**src/rtl/pipe_ctrl_pkg.sv**
```systemverilog
// Shared definitions for the pipeline stall controller: FSM encoding and
// default sizing of the performance counters and the memory-wait timeout.
package pipe_ctrl_pkg;

  localparam int CNT_W_DEFAULT       = 16;
  localparam int MEM_TIMEOUT_DEFAULT = 63;

  typedef enum logic {
    RUN      = 1'b0,
    MEM_WAIT = 1'b1
  } state_e;

endpackage

```
**src/rtl/sat_counter.sv**
```systemverilog
// Saturating up-counter: counts cycles with inc high and sticks at all-ones.
module sat_counter #(
  parameter int WIDTH = 16
) (
  input  logic             clk,
  input  logic             rst,
  input  logic             inc,
  output logic [WIDTH-1:0] count
);

  // NOTE: registers are written with non-blocking assignments so every flop
  // samples pre-edge values regardless of block evaluation order.
  always_ff @(posedge clk or negedge rst) begin
    if (!rst) begin
      count <= '0;
    end else if (inc && (count != '1)) begin
      count <= count + 1'b1;
    end
  end

endmodule

```
**src/rtl/pipeline_stall_controller.sv**
```systemverilog
// Pipeline hazard/stall controller: memory-wait freeze with timeout abort,
// branch flush and load-use hazard stall, plus stall/flush performance counters.
module pipeline_stall_controller
  import pipe_ctrl_pkg::*;
#(
  parameter int CNT_W       = CNT_W_DEFAULT,
  parameter int MEM_TIMEOUT = MEM_TIMEOUT_DEFAULT
) (
  input  logic             clk,
  input  logic             rst,
  input  logic             hazard_detected,
  input  logic             branch_taken,
  input  logic             mem_req,
  input  logic             mem_ready,
  output logic             mem_start,
  output logic             freeze_all,
  output logic             pc_freeze,
  output logic             if_id_freeze,
  output logic             id_exe_bubble,
  output logic             flush,
  output logic             mem_timeout,
  output logic [CNT_W-1:0] stall_count,
  output logic [CNT_W-1:0] flush_count
);

  // wait_cnt reads 0 in the first MEM_WAIT cycle, so the last permitted
  // cycle (the MEM_TIMEOUT-th) is the one where it equals MEM_TIMEOUT-1.
  localparam int                WAIT_W    = (MEM_TIMEOUT > 2) ? $clog2(MEM_TIMEOUT) : 1;
  localparam logic [WAIT_W-1:0] WAIT_LAST = WAIT_W'(MEM_TIMEOUT - 1);

  state_e            state;
  logic [WAIT_W-1:0] wait_cnt;
  logic              abort;
  logic              hazard_stall;

  // NOTE: every output of this block is assigned on every path, so no latch
  // can be inferred.
  always_comb begin
    abort        = (state == MEM_WAIT) && !mem_ready && (wait_cnt == WAIT_LAST);
    mem_start    = (state == RUN) && mem_req;
    freeze_all   = ((state == RUN) && mem_req && !mem_ready) ||
                   ((state == MEM_WAIT) && !mem_ready && !abort);
    flush        = branch_taken && !freeze_all;
    hazard_stall = hazard_detected && !branch_taken && !freeze_all;
    pc_freeze     = hazard_stall;
    if_id_freeze  = hazard_stall;
    id_exe_bubble = hazard_stall;
  end

  always_ff @(posedge clk or negedge rst) begin
    if (!rst) begin
      state       <= RUN;
      wait_cnt    <= '0;
      mem_timeout <= 1'b0;
    end else begin
      case (state)
        RUN: begin
          if (mem_req && !mem_ready) begin
            state    <= MEM_WAIT;
            wait_cnt <= '0;
          end
        end
        MEM_WAIT: begin
          if (mem_ready || abort) begin
            state <= RUN;
          end else begin
            wait_cnt <= wait_cnt + 1'b1;
          end
        end
      endcase
      if (abort) begin
        mem_timeout <= 1'b1;
      end
    end
  end

  sat_counter #(.WIDTH(CNT_W)) u_stall_counter (
    .clk   (clk),
    .rst   (rst),
    .inc   (freeze_all || pc_freeze),
    .count (stall_count)
  );

  sat_counter #(.WIDTH(CNT_W)) u_flush_counter (
    .clk   (clk),
    .rst   (rst),
    .inc   (flush),
    .count (flush_count)
  );

endmodule
```
**config.mk**
```make
export PLATFORM = sky130hd
export DESIGN_NAME = pipeline_stall_controller
export DESIGN_NICKNAME = d
export VERILOG_FILES = /design/src/rtl/pipe_ctrl_pkg.sv /design/src/rtl/sat_counter.sv /design/src/rtl/pipeline_stall_controller.sv
export SDC_FILE = /design/constraint.sdc
export NUM_CORES = 1
export LEC_CHECK = 0
export ABC_AREA = 1
export BUFFER_PORTS_ARGS = -buffer_cell sky130_fd_sc_hd__buf_4
export CAP_MARGIN = 5
export CORE_ASPECT_RATIO = 0.75
export CORE_UTILIZATION = 52
export CTS_CLUSTER_SIZE = 28
export DETAILED_ROUTE_END_ITERATION = 8
export PLACE_DENSITY = 0.82
export REMOVE_ABC_BUFFERS = 1
export SLEW_MARGIN = 20
export SYNTH_ARGS = -nofsm -noshare
export SYNTH_HDL_FRONTEND = slang
export SYNTH_SLANG_ARGS = --single-unit
```
**constraint.sdc**
```tcl
create_clock -name clk -period 2.05 [get_ports clk]
set_clock_uncertainty 0.1 [all_clocks]
set_input_delay 0.3075 -clock clk [delete_from_list [all_inputs] [get_ports clk]]
set_output_delay 0.3075 -clock clk [all_outputs]
set_load 0.005 [all_outputs]
```
==> results of run 1 <==
layer usage:
| layer | GRT usage (%) | vias up |
|---|---|---|
| met5 | 0 | - |
| met4 | 6.140 | 0 |
| met3 | 4.559 | 7 |
| met2 | 37.71 | 83 |
| met1 | 34.48 | 1095 |
| li1 | - | 1205 |
power by group through the flow:
stage / clock [µW] / combinational, µW / sequential [µW]
6_report: 520 / 546 / 1030
5_1_grt: 565 / 614 / 1050
3_5_place_dp: 0 / 535 / 1040
2_1_floorplan: 0 / 273 / 1030
4_1_cts: 535 / 540 / 1030
3_3_place_gp: 0 / 518 / 1040
worst min-delay path by stage:
stage / endpoint / slack, ps / depth (start not counted)
6_report: mem_timeout / 240 / 4
5_1_grt: mem_timeout / 260 / 4
4_1_cts: mem_timeout / 240 / 4
3_5_place_dp: u_flush_counter.count[13] / 210 / 1
3_3_place_gp: u_flush_counter.count[13] / 220 / 1
2_1_floorplan: mem_timeout / -90 / 0
worst max-delay path: stages, from the launching register on:
cell	delay, ps
sky130_fd_sc_hd__dfrtp_1	410
sky130_fd_sc_hd__inv_2	80
sky130_fd_sc_hd__ha_1	130
sky130_fd_sc_hd__nand2_1	80
sky130_fd_sc_hd__o21bai_4	180
sky130_fd_sc_hd__nand2_4	100
sky130_fd_sc_hd__nor2_4	130
sky130_fd_sc_hd__buf_4	120
timing repair:
action / CTS / global route
hold endpoints to repair: 40 / 0
setup endpoints to repair: 4 / 4
hold buffers: 1 / 0
setup buffers: 0 / 2
pin swaps: 0 / 1
resized for setup: 2 / 3
layout by cell type, fill, tap and decap left out:
cell type	netlist	final
sky130_fd_sc_hd__nand2_1	166	165
sky130_fd_sc_hd__buf_4	4	50
sky130_fd_sc_hd__dfrtp_1	40	40
sky130_fd_sc_hd__nor2_1	34	33
sky130_fd_sc_hd__inv_1	29	28
sky130_fd_sc_hd__nand3_1	20	20
sky130_fd_sc_hd__xnor2_1	12	12
sky130_fd_sc_hd__nand4_1	11	11
sky130_fd_sc_hd__o21ai_0	7	7
sky130_fd_sc_hd__xor2_1	6	6
sky130_fd_sc_hd__nand3b_1	5	5
sky130_fd_sc_hd__clkbuf_8	0	5
sky130_fd_sc_hd__ha_1	4	4
sky130_fd_sc_hd__nand2_4	2	3
sky130_fd_sc_hd__nor2_4	2	3
sky130_fd_sc_hd__inv_2	1	2
sky130_fd_sc_hd__nand3_2	2	2
sky130_fd_sc_hd__nor2_2	2	2
sky130_fd_sc_hd__clkbuf_1	0	2
sky130_fd_sc_hd__o21bai_4	1	1
sky130_fd_sc_hd__nor3_1	1	1
sky130_fd_sc_hd__o31ai_1	1	1
sky130_fd_sc_hd__o21bai_1	1	1
sky130_fd_sc_hd__or2_2	1	1
sky130_fd_sc_hd__clkinv_4	0	1
sky130_fd_sc_hd__dlygate4sd3_1	0	1
kinds of logic (layout without fill, tap and decap cells):
logic type               Yosys count  count (layout)  synth area share [%]
AO/OA/AOI/OAI                     10              10                 2.735
XOR/XNOR                          18              18                 6.265
adder cells (fa/ha/maj)            4               4                 1.989
buffers and inverters             39              89                 7.657
flip-flops                        40              40                 39.78
AND/OR/NAND/NOR                  246             246                 41.57
stage by stage:
stage | setup TNS (ps) | area [µm²] | utilization [%] | std cells | worst slack (ps)
5_1_grt | -7.665 | 2993 | 65.84 | 464 | -7.665
2_1_floorplan | 0 | 2436 | - | 348 | 260.1
3_5_place_dp | 0 | 2868 | 63.09 | 453 | 245.6
3_3_place_gp | 0 | 2868 | 63.09 | 453 | 300.6
4_1_cts | 0 | 2968 | 65.29 | 462 | 30.13
6_report | 0 | 2993 | 65.84 | 464 | 116.1
state kept, by name (all words and copies together) (netlist names):
register               count
u_flush_counter.count     16
u_stall_counter.count     16
wait_cnt                   6
mem_timeout                1
state                      1
final cells by class:
| cell class | instances | area, µm² |
|---|---|---|
| fill | 415 | 1553 |
| sequential | 40 | 1001 |
| clock buffer | 7 | 76.32 |
| inverter | 30 | 112.6 |
| timing repair buffer | 51 | 385.4 |
| multi-input combinational | 278 | 1338 |
| tap | 57 | 71.32 |
| clock inverter | 1 | 8.758 |
==> flow_summary.html, run 1 <==
<table>
<tr><th>Metric</th><th>Value</th></tr>
<tr><th colspan="2">Clocking</th></tr>
<tr><td>Number of clock sinks</td><td>40</td></tr>
<tr><td>Depth of the CTS H-tree</td><td>2</td></tr>
<tr><td>Buffer levels on the longest clock path</td><td>2</td></tr>
<tr><td>Worst-path clk slew</td><td>70 ps</td></tr>
<tr><td>Clock tree root driver cell</td><td>sky130_fd_sc_hd__clkbuf_8</td></tr>
<tr><td>Clock insertion delay at the later pin of the skew report</td><td>300 ps</td></tr>
<tr><td>TritonCTS buffer count</td><td>5</td></tr>
<tr><td>Clock tree from TritonCTS</td><td>built</td></tr>
<tr><th colspan="2">Logic synthesis</th></tr>
<tr><td>Synth Flop Type</td><td>sky130_fd_sc_hd__dfrtp_1</td></tr>
<tr><td>Post-synthesis async set-or-reset flop share</td><td>100.0%</td></tr>
<tr><td>Number of warnings issued by yosys</td><td>0</td></tr>
<tr><td>Avg Cell Area, Syn</td><td>7.048 µm²</td></tr>
<tr><td>Number of enable flip-flop cells after synthesis</td><td>0</td></tr>
<tr><td>Synth top area share</td><td>39.78%</td></tr>
<tr><td>Synth top cells by count</td><td>sky130_fd_sc_hd__nand2_1, sky130_fd_sc_hd__dfrtp_1, sky130_fd_sc_hd__nor2_1</td></tr>
<tr><td>Top cell type by total area after synthesis</td><td>sky130_fd_sc_hd__dfrtp_1</td></tr>
<tr><td>Post-synthesis instance area</td><td>2516 µm²</td></tr>
<tr><td>Cells after Synth</td><td>357</td></tr>
<tr><td>Synth cell types</td><td>24</td></tr>
<tr><td>Number of flip-flops and latches in the synthesized netlist</td><td>40</td></tr>
<tr><td>Share of synthesized area occupied by flip-flops and latches</td><td>39.78%</td></tr>
<tr><td>Cell with the most instances after synthesis</td><td>sky130_fd_sc_hd__nand2_1</td></tr>
<tr><td>Main area contributors after synthesis</td><td>sky130_fd_sc_hd__dfrtp_1, sky130_fd_sc_hd__nand2_1, sky130_fd_sc_hd__nor2_1</td></tr>
<tr><th colspan="2">Worst setup path</th></tr>
<tr><td>Worst-path fanout max</td><td>4</td></tr>
<tr><td>Setup crit end kind</td><td>output port</td></tr>
<tr><td>FF-to-FF setup slack</td><td>220 ps</td></tr>
<tr><td>Register-to-Register Path Depth</td><td>8</td></tr>
<tr><td>Critical path data required time</td><td>1640 ps</td></tr>
<tr><td>Critical path origin</td><td>wait_cnt[0]</td></tr>
<tr><td>Launch point of the worst reg-to-reg path</td><td>u_flush_counter.count[0]</td></tr>
<tr><td>Startpoint kind of the worst setup timing path</td><td>flip-flop</td></tr>
<tr><td>Crit path kind</td><td>flip-flop to output port</td></tr>
<tr><td>Arr. time, crit path</td><td>1530 ps</td></tr>
<tr><td>Capture point of the worst reg-to-reg path</td><td>u_flush_counter.count[4]</td></tr>
<tr><td>Crit path to</td><td>flush</td></tr>
<tr><th colspan="2">Layout</th></tr>
<tr><td>Fraction of layout instances using a drive strength above 1</td><td>17.20%</td></tr>
<tr><td>Total inserted antenna cells</td><td>0</td></tr>
<tr><td>Area added between synthesis and finish</td><td>18.95%</td></tr>
<tr><td>NumNets Final</td><td>416</td></tr>
<tr><th colspan="2">Global route</th></tr>
<tr><td>Global Route Usage Sum</td><td>24.23%</td></tr>
<tr><td>Number of antenna violations at the first check in global routing</td><td>0</td></tr>
<tr><td>Global-route wire length before repair</td><td>9618 µm</td></tr>
<tr><td>Number of global-route vias before repair</td><td>2204</td></tr>
<tr><td>Total overflow reported by the global router</td><td>0</td></tr>
<tr><td>Pin count of the biggest net entering global routing</td><td>41</td></tr>
<tr><th colspan="2">Place</th></tr>
<tr><td>Final estimated routing congestion in global placement</td><td>0.8590</td></tr>
<tr><td>Detailed placer's ending HPWL</td><td>4185 µm</td></tr>
<tr><td>PortBufs</td><td>44</td></tr>
<tr><th colspan="2">Routing</th></tr>
<tr><td>Met2 wirelength from detailed routing</td><td>2541 µm</td></tr>
<tr><td>Total Wirelength</td><td>5657 µm</td></tr>
<tr><td>Total number of vias</td><td>2390</td></tr>
<tr><td>Final antenna-violating net count</td><td>0</td></tr>
<tr><td># DRC</td><td>0</td></tr>
<tr><td>Met1 layer wirelength in the final routing</td><td>2652 µm</td></tr>
<tr><td>Drt first-iter violations</td><td>111</td></tr>
<tr><td>Top metal layer carrying routed signals</td><td>met4</td></tr>
<tr><td>Via density per instance</td><td>5.151</td></tr>
<tr><td>Avg WL per Cell</td><td>12.19 µm</td></tr>
<tr><td>Total iterations of the first detailed-routing run</td><td>5</td></tr>
<tr><td>Met3 Routed Length</td><td>407 µm</td></tr>
<tr><th colspan="2">Power and ir drop</th></tr>
<tr><td>PnR Total Power</td><td>2097 µW</td></tr>
<tr><td>Cell-internal power</td><td>1395 µW</td></tr>
<tr><td>Sequential Power Share</td><td>49.2%</td></tr>
<tr><td>Switch share</td><td>33.48%</td></tr>
<tr><td>Comb power frac</td><td>26.0%</td></tr>
<tr><td>Static leakage power</td><td>0.001523 µW</td></tr>
<tr><td>Clock network power share</td><td>24.8%</td></tr>
<tr><td>IR drop worst, VDD</td><td>499.0 µV</td></tr>
<tr><td>Net Switching</td><td>702.2 µW</td></tr>
<tr><td>P per Cell Area</td><td>700.7 nW/µm²</td></tr>
<tr><th colspan="2">STA</th></tr>
<tr><td>Post-layout min period</td><td>1934 ps</td></tr>
<tr><td>Final period util</td><td>94.33%</td></tr>
<tr><td>Achievable Freq</td><td>517.1 MHz</td></tr>
<tr><td>Worst slack on hold paths</td><td>243.1 ps</td></tr>
<tr><td>Final slew viol count</td><td>0</td></tr>
<tr><td>Worst slew pin tran</td><td>499.9 ps</td></tr>
<tr><td>Slew Limit Headroom</td><td>66.67%</td></tr>
<tr><td>Total setup violations reported at the end of the flow</td><td>0</td></tr>
<tr><td>Hold violation total from the final report</td><td>0</td></tr>
<tr><th colspan="2">Status</th></tr>
<tr><td>Run status</td><td>completed</td></tr>
<tr><th colspan="2">Floorplan</th></tr>
<tr><td>Top-level I/O count</td><td>45</td></tr>
<tr><td>Area of the die</td><td>5124 µm²</td></tr>
<tr><td>Area of the core</td><td>4546 µm²</td></tr>
<tr><td>Die Span X</td><td>82.32 µm</td></tr>
<tr><td>Starting utilization of the core area</td><td>55.35%</td></tr>
<tr><td>Std cell rows</td><td>21</td></tr>
<tr><td>Height of the chip</td><td>62.24 µm</td></tr>
<tr><th colspan="2">Hold path</th></tr>
<tr><td>Worst hold path class</td><td>primary input to flip-flop</td></tr>
<tr><td>Min-Delay Startpoint</td><td>mem_ready</td></tr>
<tr><th colspan="2">Run</th></tr>
<tr><td>Max-capacitance violation count</td><td>0</td></tr>
</table>
(Power assumes the default switching activity.)
==> inputs of run 2 (changes only) <==
- SYNTH_HIERARCHICAL: default -> 1
==> flow_summary.html, run 2 <==
<table>
<tr><th>Metric</th><th>Value</th></tr>
<tr><th colspan="2">Routing</th></tr>
<tr><td>Drt first-iter violations</td><td>296 (was 111)</td></tr>
<tr><td>Avg WL per Cell</td><td>13.24 µm (was 12.19 µm)</td></tr>
<tr><td>Total number of vias</td><td>2607 (was 2390)</td></tr>
<tr><td>Total Wirelength</td><td>6314 µm (was 5657 µm)</td></tr>
<tr><td>Total iterations of the first detailed-routing run</td><td>5 (unchanged)</td></tr>
<tr><td># DRC</td><td>0 (unchanged)</td></tr>
<tr><td>Via density per instance</td><td>5.465 (was 5.151)</td></tr>
<tr><td>Final antenna-violating net count</td><td>0 (unchanged)</td></tr>
<tr><th colspan="2">Global route</th></tr>
<tr><td>Global routing's busiest layer</td><td>met2 (unchanged)</td></tr>
<tr><td>Met1 demand-to-capacity share in global routing</td><td>35.99% (was 34.48%)</td></tr>
<tr><td>Met3 Track Usage GR</td><td>5.111% (was 4.559%)</td></tr>
<tr><td>Pin count of the biggest net entering global routing</td><td>41 (unchanged)</td></tr>
<tr><td>Global-route wire length before repair</td><td>10360 µm (was 9618 µm)</td></tr>
<tr><td>Global Route met2 Usage</td><td>36.28% (was 37.71%)</td></tr>
<tr><td>Number of global-route vias before repair</td><td>2247 (was 2204)</td></tr>
<tr><td>Total overflow reported by the global router</td><td>0 (unchanged)</td></tr>
<tr><td>Global Route Usage Sum</td><td>24.19% (was 24.23%)</td></tr>
<tr><td>Number of antenna violations at the first check in global routing</td><td>0 (unchanged)</td></tr>
<tr><th colspan="2">Place</th></tr>
<tr><td>PortBufs</td><td>44 (unchanged)</td></tr>
<tr><td>Final estimated routing congestion in global placement</td><td>0.9163 (was 0.8590)</td></tr>
<tr><td>Placed instance area</td><td>2972 µm² (was 2868 µm²)</td></tr>
<tr><td>Worst slack after detailed placement</td><td>-27.41 ps (was 245.6 ps)</td></tr>
<tr><td>Detailed placer's ending HPWL</td><td>4465 µm (was 4185 µm)</td></tr>
<tr><td>Dpl cells</td><td>461 (was 453)</td></tr>
<tr><th colspan="2">STA</th></tr>
<tr><td>Post-layout min period</td><td>1987 ps (was 1934 ps)</td></tr>
<tr><td>Achievable Freq</td><td>503.3 MHz (was 517.1 MHz)</td></tr>
<tr><td>Total setup violations reported at the end of the flow</td><td>0 (unchanged)</td></tr>
<tr><td>Final setup TNS</td><td>0 ps (unchanged)</td></tr>
<tr><td>RSZ-0062 raised after global routing</td><td>true</td></tr>
<tr><td>Hold violation total from the final report</td><td>0 (unchanged)</td></tr>
<tr><td>Worst slew pin tran</td><td>513.8 ps (was 499.9 ps)</td></tr>
<tr><td>Post-route worst setup slack</td><td>63.19 ps (was 116.1 ps)</td></tr>
<tr><td>Final period util</td><td>96.92% (was 94.33%)</td></tr>
<tr><td>Slew Limit Headroom</td><td>65.75% (was 66.67%)</td></tr>
<tr><td>Final slew viol count</td><td>0 (unchanged)</td></tr>
<tr><th colspan="2">Clocking</th></tr>
<tr><td>Number of clock sinks</td><td>40 (unchanged)</td></tr>
<tr><td>Clock insertion delay at the later pin of the skew report</td><td>290 ps (was 300 ps)</td></tr>
<tr><td>Clock tree from TritonCTS</td><td>built (unchanged)</td></tr>
<tr><td>TritonCTS buffer count</td><td>5 (unchanged)</td></tr>
<tr><td>Buffer levels on the longest clock path</td><td>2 (unchanged)</td></tr>
<tr><td>Clock tree root driver cell</td><td>sky130_fd_sc_hd__clkbuf_8 (unchanged)</td></tr>
<tr><td>Depth of the CTS H-tree</td><td>2 (unchanged)</td></tr>
<tr><td>Worst-path clk slew</td><td>80 ps (was 70 ps)</td></tr>
<tr><th colspan="2">Worst setup path</th></tr>
<tr><td>Worst path max stage delay</td><td>400 ps (was 410 ps)</td></tr>
<tr><td>Register-to-Register Path Depth</td><td>11 (was 8)</td></tr>
<tr><td>Capture point of the worst reg-to-reg path</td><td>u_flush_counter/count[9] (was u_flush_counter.count[4])</td></tr>
<tr><td>Startpoint kind of the worst setup timing path</td><td>flip-flop (unchanged)</td></tr>
<tr><td>Launch point of the worst reg-to-reg path</td><td>wait_cnt[0] (was u_flush_counter.count[0])</td></tr>
<tr><td>Chain of cells forming the critical path</td><td>inv_2 &gt; ha_4 &gt; nand3_4 &gt; nor2_4 &gt; o21ai_4 &gt; nor2_2 &gt; buf_6 &gt; buf_4 (was inv_2 &gt; ha_1 &gt; nand2_1 &gt; o21bai_4 &gt; nand2_4 &gt; nor2_4 &gt; buf_4)</td></tr>
<tr><td>Critical path data required time</td><td>1640 ps (about the same)</td></tr>
<tr><td>Worst-path fanout max</td><td>3 (was 4)</td></tr>
<tr><td>Crit path kind</td><td>flip-flop to output port (unchanged)</td></tr>
<tr><td>Critical Path Slowest Stage Cell</td><td>sky130_fd_sc_hd__dfrtp_1 (unchanged)</td></tr>
<tr><td>FF-to-FF setup slack</td><td>120 ps (was 220 ps)</td></tr>
<tr><td>Setup crit end kind</td><td>output port (unchanged)</td></tr>
<tr><td>Arr. time, crit path</td><td>1580 ps (was 1530 ps)</td></tr>
<tr><th colspan="2">Logic synthesis</th></tr>
<tr><td>Post-synthesis mux area share</td><td>0% (unchanged)</td></tr>
<tr><td>Synth top cells by count</td><td>sky130_fd_sc_hd__nand2_1, sky130_fd_sc_hd__dfrtp_1, sky130_fd_sc_hd__inv_1 (was sky130_fd_sc_hd__nand2_1, sky130_fd_sc_hd__dfrtp_1, sky130_fd_sc_hd__nor2_1)</td></tr>
<tr><td>Synth Flop Type</td><td>sky130_fd_sc_hd__dfrtp_1 (unchanged)</td></tr>
<tr><td>Share of synthesized area occupied by flip-flops and latches</td><td>38.55% (was 39.78%)</td></tr>
<tr><td>Synth cell types</td><td>29 (was 24)</td></tr>
<tr><td>Main combinational cell family by area after synthesis</td><td>simple AND/OR/NAND/NOR gates (unchanged)</td></tr>
<tr><td>Top cell type by total area after synthesis</td><td>sky130_fd_sc_hd__dfrtp_1 (unchanged)</td></tr>
<tr><td>Cells after Synth</td><td>362 (was 357)</td></tr>
<tr><td>Cell with the most instances after synthesis</td><td>sky130_fd_sc_hd__nand2_1 (unchanged)</td></tr>
<tr><td>Post-synthesis async set-or-reset flop share</td><td>100.0% (unchanged)</td></tr>
<tr><td>Post-synthesis instance area</td><td>2596 µm² (was 2516 µm²)</td></tr>
<tr><td>Number of warnings issued by yosys</td><td>6 (was 0)</td></tr>
<tr><td>Post-synthesis xor/xnor area fraction</td><td>4.048% (was 6.266%)</td></tr>
<tr><td>Fraction of the mapped netlist area in compound gates</td><td>5.012% (was 2.735%)</td></tr>
<tr><td>Main area contributors after synthesis</td><td>sky130_fd_sc_hd__dfrtp_1, sky130_fd_sc_hd__nand2_1, sky130_fd_sc_hd__inv_1 (was sky130_fd_sc_hd__dfrtp_1, sky130_fd_sc_hd__nand2_1, sky130_fd_sc_hd__nor2_1)</td></tr>
<tr><td>Synth Area in Simple Gates</td><td>42.60% (was 41.57%)</td></tr>
<tr><td>Synth top area share</td><td>38.55% (was 39.78%)</td></tr>
<tr><td>Number of enable flip-flop cells after synthesis</td><td>0 (unchanged)</td></tr>
<tr><td>Post-Synth Adder-Cell Area</td><td>1.928% (was 1.989%)</td></tr>
<tr><td>Avg Cell Area, Syn</td><td>7.172 µm² (was 7.048 µm²)</td></tr>
<tr><td>Number of flip-flops and latches in the synthesized netlist</td><td>40 (unchanged)</td></tr>
<tr><th colspan="2">Layout</th></tr>
<tr><td>Total inserted antenna cells</td><td>0 (unchanged)</td></tr>
<tr><td>NumNets Final</td><td>429 (was 416)</td></tr>
<tr><td>Area added between synthesis and finish</td><td>22.41% (was 18.95%)</td></tr>
<tr><td>Final core occ</td><td>68.72% (was 65.84%)</td></tr>
<tr><td>Filler Cells Inserted</td><td>410 (was 415)</td></tr>
<tr><td>Leading cell types in the layout, fill and taps excluded</td><td>sky130_fd_sc_hd__nand2_1, sky130_fd_sc_hd__buf_4, sky130_fd_sc_hd__dfrtp_1 (unchanged)</td></tr>
<tr><td>Largest registers ranked by flip-flop count</td><td>u_flush_counter/count (16), u_stall_counter/count (16), wait_cnt (6) (was u_flush_counter.count (16), u_stall_counter.count (16), wait_cnt (6))</td></tr>
<tr><td>Filler-free cell count of the finished design</td><td>477 (was 464)</td></tr>
<tr><td>Most common library cell in the layout ignoring fill and taps</td><td>sky130_fd_sc_hd__nand2_1 (unchanged)</td></tr>
<tr><td>Final design area excluding fillers</td><td>3178 µm² (was 2993 µm²)</td></tr>
<tr><td>Fraction of layout instances using a drive strength above 1</td><td>25.71% (was 17.20%)</td></tr>
<tr><th colspan="2">Floorplan</th></tr>
<tr><td>Starting utilization of the core area</td><td>56.14% (was 55.35%)</td></tr>
<tr><td>Top-level I/O count</td><td>45 (unchanged)</td></tr>
<tr><td>Area of the core</td><td>4624 µm² (was 4546 µm²)</td></tr>
<tr><td>Area of the die</td><td>5282 µm² (was 5124 µm²)</td></tr>
<tr><td>Die Span X</td><td>83.59 µm (was 82.32 µm)</td></tr>
<tr><td>Std cell rows</td><td>21 (unchanged)</td></tr>
<tr><td>Height of the chip</td><td>63.20 µm (was 62.24 µm)</td></tr>
<tr><th colspan="2">Run</th></tr>
<tr><td>Max-capacitance violation count</td><td>0 (unchanged)</td></tr>
<tr><th colspan="2">Power and ir drop</th></tr>
<tr><td>IR drop worst, VDD</td><td>509.7 µV (was 499.0 µV)</td></tr>
<tr><td>P per Cell Area</td><td>759.8 nW/µm² (was 700.7 nW/µm²)</td></tr>
<tr><td>Static leakage power</td><td>0.001581 µW (was 0.001523 µW)</td></tr>
<tr><th colspan="2">Hold path</th></tr>
<tr><td>Worst hold path class</td><td>primary input to flip-flop (unchanged)</td></tr>
<tr><td>Min-Delay Startpoint</td><td>mem_ready (unchanged)</td></tr>
<tr><td>Hold endpoint</td><td>mem_timeout (unchanged)</td></tr>
<tr><td>Hold Path Cell Cnt</td><td>3 (was 4)</td></tr>
<tr><th colspan="2">Status</th></tr>
<tr><td>Run status</td><td>completed (unchanged)</td></tr>
</table>
run 2: changes by cell type in the layout (fill, tap and decap cells not counted), moves of 5 or more:
cell | previous run | this run
sky130_fd_sc_hd__nand2_1 | 165 | 143
sky130_fd_sc_hd__nor2_2 | 2 | 12
sky130_fd_sc_hd__xnor2_1 | 12 | 6
sky130_fd_sc_hd__inv_1 | 28 | 33
sky130_fd_sc_hd__inv_2 | 2 | 7
sky130_fd_sc_hd__nand2_2 | 0 | 5
run 2: where the power goes:
part	leakage [µW]	internal [µW]	switching (µW)	total, µW
Sequential	0.000528	915	197	1110
Clock	0.0000510	269	282	551
Combinational	0.00100	371	381	752
Total	0.00158	1550	860	2410
run 2: critical path: cells and delay by family, from the launching register on:
family,cells,cell delay (ps)
DFF,1,400
buffers and inverters,3,340
and+or+nand+nor,3,340
adders and majority gates,1,130
AOI/OAI and AO/OA,1,80
run 2: kinds of logic (layout without fill, tap and decap cells):
group,after synthesis,in the layout
AOI/OAI and AO/OA,20,20
adders and majority gates,4,4
DFF,40,40
buffers and inverters,46,104
xor gates and xnor gates,12,12
and+or+nand+nor,240,240
run 2: per-stage QoR:
stage | power, µW | hold slack (ps)
final | 2415 | 278.0
after global routing | 2573 | 272.3
after CTS | 2410 | 273.7
after detailed placement | 1815 | 220.5
after global placement | 1780 | 219.1
after floorplan | 1475 | -88.09
run 2: final cells by class:
type                            instances  area [µm²]  area share, %
Multi-Input combinational cell        276        1433          45.08
Inverter                               41       155.1          4.882
Sequential cell                        40        1003          31.57
Clock buffer                            6       82.58          2.598
Tap cell                               57       71.32          2.244
Clock inverter                          2       10.01         0.3150
Timing Repair Buffer                   55       422.9          13.31
run 2: how the worst max path moves through the flow:
stage,start,endpoint,slack (ps),cells after the start
finish,wait_cnt[0],flush,60,8
global route,wait_cnt[0],id_exe_bubble,-20,8
CTS,wait_cnt[0],id_exe_bubble,-8,8
detailed placement,wait_cnt[0],u_flush_counter/count[9],-30,11
global placement,wait_cnt[0],u_flush_counter/count[9],120,11
floorplan,wait_cnt[0],u_flush_counter/count[9],-140,11
run 2: repair_timing:
action / 4_1_cts / 5_1_grt
pin swaps: 4 / 3
hold buffers: 1 / 0
resized for setup: 9 / 5
setup endpoints to repair: 6 / 18
setup buffers: 5 / 2
endpoints found under the hold margin: 40 / 0
run 2: per-layer routing:
layer / vias to the layer above / part of all wire, %
li1: 1246 / -
met1: 1232 / 47
met2: 117 / 45
met3: 12 / 7.6
met4: 0 / 0.65
met5: - / 0
